===== config.mk =====
export PLATFORM = sky130hd
export DESIGN_NAME = apb_console_sink
export DESIGN_NICKNAME = d
export VERILOG_FILES = /design/src/rtl/apb_console_sink.sv
export SDC_FILE = /design/constraint.sdc
export NUM_CORES = 1
export LEC_CHECK = 0
export ABC_CLOCK_PERIOD_IN_PS = 3700
export CAP_MARGIN = 10
export CORE_ASPECT_RATIO = 1.75
export CORE_MARGIN = 5
export CORE_UTILIZATION = 45
export CTS_BUF_LIST = sky130_fd_sc_hd__clkbuf_16
export CTS_CLUSTER_SIZE = 14
export DETAILED_ROUTE_END_ITERATION = 12
export MAX_ROUTING_LAYER = met4
export PLACE_DENSITY = 0.78
export SETUP_SLACK_MARGIN = 0.5
export SLEW_MARGIN = 15
export SYNTH_ARGS = -nofsm -noshare
export SYNTH_HDL_FRONTEND = slang
export SYNTH_SLANG_ARGS = --single-unit
export TNS_END_PERCENT = 5

===== constraint.sdc =====
create_clock -name clk_i -period 3.7 [get_ports clk_i]
set_input_delay 0.74 -clock clk_i [delete_from_list [all_inputs] [get_ports clk_i]]
set_output_delay 0.74 -clock clk_i [all_outputs]
set_load 0.05 [all_outputs]

===== src/rtl/apb_console_sink.sv =====
// apb_console_sink: APB 16550-subset console sink (THR/LSR/SCR) with TX FIFO, char stream, line pulse and byte counter; optional line printing under APB_CONSOLE_PRINT_EN
module apb_console_sink #(
  parameter int FifoDepth  = 16,
  parameter int LineMaxLen = 128
) (
  input  logic        clk_i,
  input  logic        rst_ni,
  input  logic        psel_i,
  input  logic        penable_i,
  input  logic        pwrite_i,
  input  logic [31:0] paddr_i,
  input  logic [31:0] pwdata_i,
  output logic [31:0] prdata_o,
  output logic        pready_o,
  output logic        pslverr_o,
  output logic        char_valid_o,
  output logic [7:0]  char_data_o,
  input  logic        char_ready_i,
  output logic        line_done_o,
  output logic [31:0] tx_count_o
);
  localparam int AW = $clog2(FifoDepth);
  logic [7:0]  mem_q [FifoDepth];
  logic [AW:0] wptr_q, wptr_d, rptr_q, rptr_d;
  logic [7:0]  scr_q, scr_d, head;
  logic [31:0] tx_count_q, tx_count_d;
  logic        line_done_q, line_done_d;
  logic        access, empty, full, thr_wr, push, pop;
  logic [2:0]  idx;
  // APB decode, FIFO flags and next-state; full is taken from registered pointers so a same-cycle pop never releases a stalled write
  always_comb begin
    idx          = paddr_i[4:2];
    access       = psel_i & penable_i;
    empty        = wptr_q == rptr_q;
    full         = (wptr_q[AW-1:0] == rptr_q[AW-1:0]) && (wptr_q[AW] != rptr_q[AW]);
    thr_wr       = access & pwrite_i & (idx == 3'd0);
    push         = thr_wr & ~full;
    pop          = ~empty & char_ready_i;
    head         = mem_q[rptr_q[AW-1:0]];
    pready_o     = ~(thr_wr & full);
    pslverr_o    = 1'b0;
    char_valid_o = ~empty;
    char_data_o  = empty ? 8'h00 : head;
    prdata_o     = (access & ~pwrite_i) ? (idx == 3'd5 ? {25'b0, empty, ~full, 5'b0} :
                                           idx == 3'd7 ? {24'b0, scr_q} : 32'h0) : 32'h0;
    wptr_d       = wptr_q + (AW+1)'(push);
    rptr_d       = rptr_q + (AW+1)'(pop);
    scr_d        = (access & pwrite_i & (idx == 3'd7)) ? pwdata_i[7:0] : scr_q;
    tx_count_d   = tx_count_q + 32'(pop);
    line_done_d  = pop & (head == 8'h0A);
    line_done_o  = line_done_q;
    tx_count_o   = tx_count_q;
  end
  // Control state: pointers, scratch, counter and line pulse
  always_ff @(posedge clk_i or negedge rst_ni) begin
    if (!rst_ni) begin
      wptr_q      <= '0;
      rptr_q      <= '0;
      scr_q       <= '0;
      tx_count_q  <= '0;
      line_done_q <= 1'b0;
    end else begin
      wptr_q      <= wptr_d;
      rptr_q      <= rptr_d;
      scr_q       <= scr_d;
      tx_count_q  <= tx_count_d;
      line_done_q <= line_done_d;
    end
  end
  // FIFO storage needs no reset; the pointers decide what is valid
  always_ff @(posedge clk_i) begin
    if (push) mem_q[wptr_q[AW-1:0]] <= pwdata_i[7:0];
  end
`ifdef APB_CONSOLE_PRINT_EN
  localparam int LW = $clog2(LineMaxLen + 1);
  logic [7:0]    line_q [LineMaxLen];
  logic [LW-1:0] len_q;
  logic          flush;
  assign flush = (head == 8'h0A) || (int'(len_q) + 1 == LineMaxLen);
  // Line length tracking and emission of a completed or full line
  always_ff @(posedge clk_i or negedge rst_ni) begin
    if (!rst_ni) len_q <= '0;
    else if (pop && flush) begin
      for (int i = 0; i < LineMaxLen; i++) if (i < int'(len_q)) $write("%c", line_q[i]);
      $write("%c", head);
      len_q <= '0;
    end else if (pop) len_q <= len_q + 1'b1;
  end
  // Line buffer storage for bytes not yet emitted
  always_ff @(posedge clk_i) begin
    if (pop && !flush) line_q[len_q] <= head;
  end
`endif
endmodule

==> summary.md <==
| Metric | Value |
|---|---|
| Sequential area share after synthesis | `0.679` |
| Worst setup EP type | `output port` |
| Run status | `finished, final reports clean` |
| Final Power | `~6.4 mW` |
| Worst EP required | `just under 3000 ps` |
| Dpl cell area | `8450 um^2` |
| Port buffer count | `67` |
| Worst setup margin | `415 ps` |
| Synthesis-stage register bit count | `179` |
| Worst VDD drop | `0.414 mV` |
| Fmax | `304 MHz` |
| Share of the synthesized area in the top cell type | `0.510` |
| Longest Clk Path Bufs | `2` |
| Setup crit start kind | `flip-flop` |
| CTS root buffer | `clkbuf_16` |
| Cells after Synth | `465` |
| Final wirelength | `around 16000 um` |
| Post-Syn Area | `7540 um^2` |
| CTS H-tree depth | `4` |
| Leak Pwr | `3.46 nW` |
| # rows | `between 60 and 70` |
| Fin nets | `641` |
| Non-filler cells, final | `801` |
| Pwr/cell area | `about 700 nW/um^2` |
| Tightest Pin Transition | `around 1100 ps` |
| Vias/cell | `5.26` |
| Initial DRT Pass Iterations | `4` |
| Crit path kind | `reg -> out` |
| CP max FO | `10` |
| ANT nets after route | `0` |
| Max-slew headroom | `0.258` |
| RSZ-0062 raised after global routing | `true` |
| DR WL/cell | `about 20 um` |
| Clock-pin slew on the worst setup and hold paths | `70 ps` |
| Area delta synth->final | `22.2%` |
| Sink Count | `179` |
| IO Pins | `about 150` |
| Routability cong. | `0.798` |
| Share of cells above drive strength 1 | `0.229` |
| Setup TNS | `0 ps` |
| Simple-Gate Fraction of Synth Area | `0.0905` |
| Yosys warnings | `0` |
| Inserted Diodes | `0` |
| Post-layout min period | `3280 ps` |
| Met2 WL | `around 9500 um` |
| Cts bufs inserted | `17` |
| Worst-Skew Late Latency | `430 ps` |
| WL met1 | `roughly 5600 um` |
| DP Worst Slack | `367 ps` |
| Adder-Cell Fraction of Synth Area | `0.0116` |
| Fraction of registers with async set/reset | `0.285` |
| Multiplexer area fraction after synthesis | `0.118` |
| First-pass GRT wire length | `25300 um` |
| Number of max-cap violations | `0` |
| Synth Area in Compound Gates | `0.0123` |
| Worst hold path type | `in -> async` |
| Largest net degree at the start of global routing | `40` |
| Data arrival, critical path | `2540 ps` |
| Primary FF master, synth | `edfxtp_1` |
| Tot GR Track Use | `0.179` |
| Die width | `108 um` |
| Dominant cell type by area after synthesis | `edfxtp_1` |
| Gr ovfl total | `0` |
| HPWL after DPL | `11600 um` |
| Reg2reg path depth | `11` |
| Synth area leaders | `edfxtp_1, dfrtp_1, mux4_2` |
| Inst Count DP | `761` |
| DIE AREA | `19500 um^2` |
| Wire length on met3 | `739 um` |
| Final Hold Fails | `0` |
| Syn Area/Cell | `between 15 and 20 um^2` |
| DR iter-0 viols | `roughly 310` |
| Number of global-route vias before repair | `about 4500` |
| Synth unique cells | `43` |
| Chip height | `181 um` |
| DRC violations left | `0` |
| Final period utilization | `0.888` |
| Clk_skew | `9.88 ps` |
| Main combinational cell family by area after synthesis | `multiplexers` |
| Final setup viols | `0` |
| Max Used Layer | `met4` |
| Number of synthesized flops with an enable pin | `128` |
| Core area | `around 16000 um^2` |
| Initial antenna violation count | `0` |
| Starting Density | `0.458` |
| CTS tree | `done` |
| Final Instance Area | `9210 um^2` |
| Xor and xnor fraction of the mapped netlist area | `0.0477` |
| Final Max Tran Viols | `0` |
| Vias | `4215` |
[layer usage]
metal  GRT usage  vias to the layer above
met4      0.0920                        0
met2       0.332                      152
li1            -                     1898
met5           -                        -
met1       0.175                     2128
met3      0.0254                       37
[where the power goes]
part | leakage (nW) | total [mW] | switching, mW | internal, mW
Sequential | 1.83 | 2.35 | 0.102 | 2.25
Clock | 0.310 | 1.85 | 0.807 | 1.04
Combinational | 1.32 | 2.23 | 1.31 | 0.921
Total | 3.46 | 6.43 | 2.22 | 4.21
[worst max-delay path: stages (launching register included)]
cell	delay [ps]
dfrtp_2	450
buf_12	170
buf_4	120
mux4_2	530
mux4_2	490
and2_1	180
buf_4	180
[layout make-up]
cell class / instances / area, um^2
fillers: 1257 / 7230
flip-flops and latches: 179 / 5120
multi-input cells: 263 / 2230
repair buffers: 100 / 946
clock buffers: 19 / 475
well taps: 224 / 280
clock inverters: 13 / 145
inverters: 3 / 11.3
[repair_timing]
item	CTS	global route
setup buffers	0	7
gates cloned	1	0
setup endpoints to repair	17	14
pin swaps	0	1
hold buffers	0	0
gates resized for setup	8	5
[final timing paths]
| check | endpoint | slack, ps | start |
|---|---|---|---|
| worst max-delay path | char_data_o[2] | 420 | rptr_q[0] |
| worst min-delay path | tx_count_o[28] | 420 | rst_ni |
| worst max register to register | tx_count_o[18] | 580 | wptr_q[0] |
| worst min register to register | tx_count_o[31] | 480 | tx_count_o[31] |
| max in group asynchronous | wptr_q[2] | 2560 | rst_ni |
| min in group clk_i | tx_count_o[31] | 480 | tx_count_o[31] |
[cell usage after synthesis (4+ instances only)]
cell / n
edfxtp_1: 128
dfrtp_1: 51
mux4_2: 30
nor2_1: 27
buf_4: 26
nand2_1: 25
xnor2_1: 23
nand3_1: 22
xor2_1: 18
and3_1: 14
nand4_1: 12
clkbuf_1: 11
and2_1: 10
mux2_2: 8
ha_1: 7
nor3_1: 5
mux4_1: 4
nor2b_1: 4
[through the flow]
step / util / hold slack [ps]
global route: 0.560 / 496
floorplan: - / 444
CTS: 0.555 / 437
global placement: 0.514 / 459
detailed placement: 0.514 / 481
finish: 0.560 / 419
[sequential cells by signal (all words and copies together), names as in the netlist]
register     cells
mem_q          128
tx_count_o      32
scr_q            8
rptr_q           5
wptr_q           5
line_done_o      1
[cell families (layout without fill, tap and decap cells)]
| group | count (synthesis) | count (layout) |
|---|---|---|
| fa+ha+maj | 7 | 7 |
| mux | 44 | 44 |
| compound gates | 13 | 13 |
| buf+inv | 47 | 135 |
| other cells | 1 | 25 |
| flops | 179 | 179 |
| simple gates | 133 | 133 |
| xor+xnor | 41 | 41 |
[cells in the final DEF, fill, tap and decap left out, types with 2 or more instances in the layout]
cell	instances
mux2i_1	2
nor2b_1	3
a21oi_1	3
o21ai_1	3
inv_6	5
and4_1	2
edfxtp_1	128
nor3_1	5
clkbuf_16	19
dfrtp_2	2
nand2_1	25
nand4_1	12
mux4_1	4
inv_8	5
a22oi_1	2
mux4_2	30
mux2_2	8
xor2_1	18
buf_16	2
nand3_1	22
a2111oi_2	2
conb_1	25
dfrtp_1	49
clkdlybuf4s50_1	48
nand3b_1	2
and2_1	10
buf_12	3
or3b_1	2
xnor2_1	23
ha_1	7
nor2_1	27
nand2b_1	2
and3_1	14
buf_4	46
Note: power is estimated with default switching activity, not from simulation.
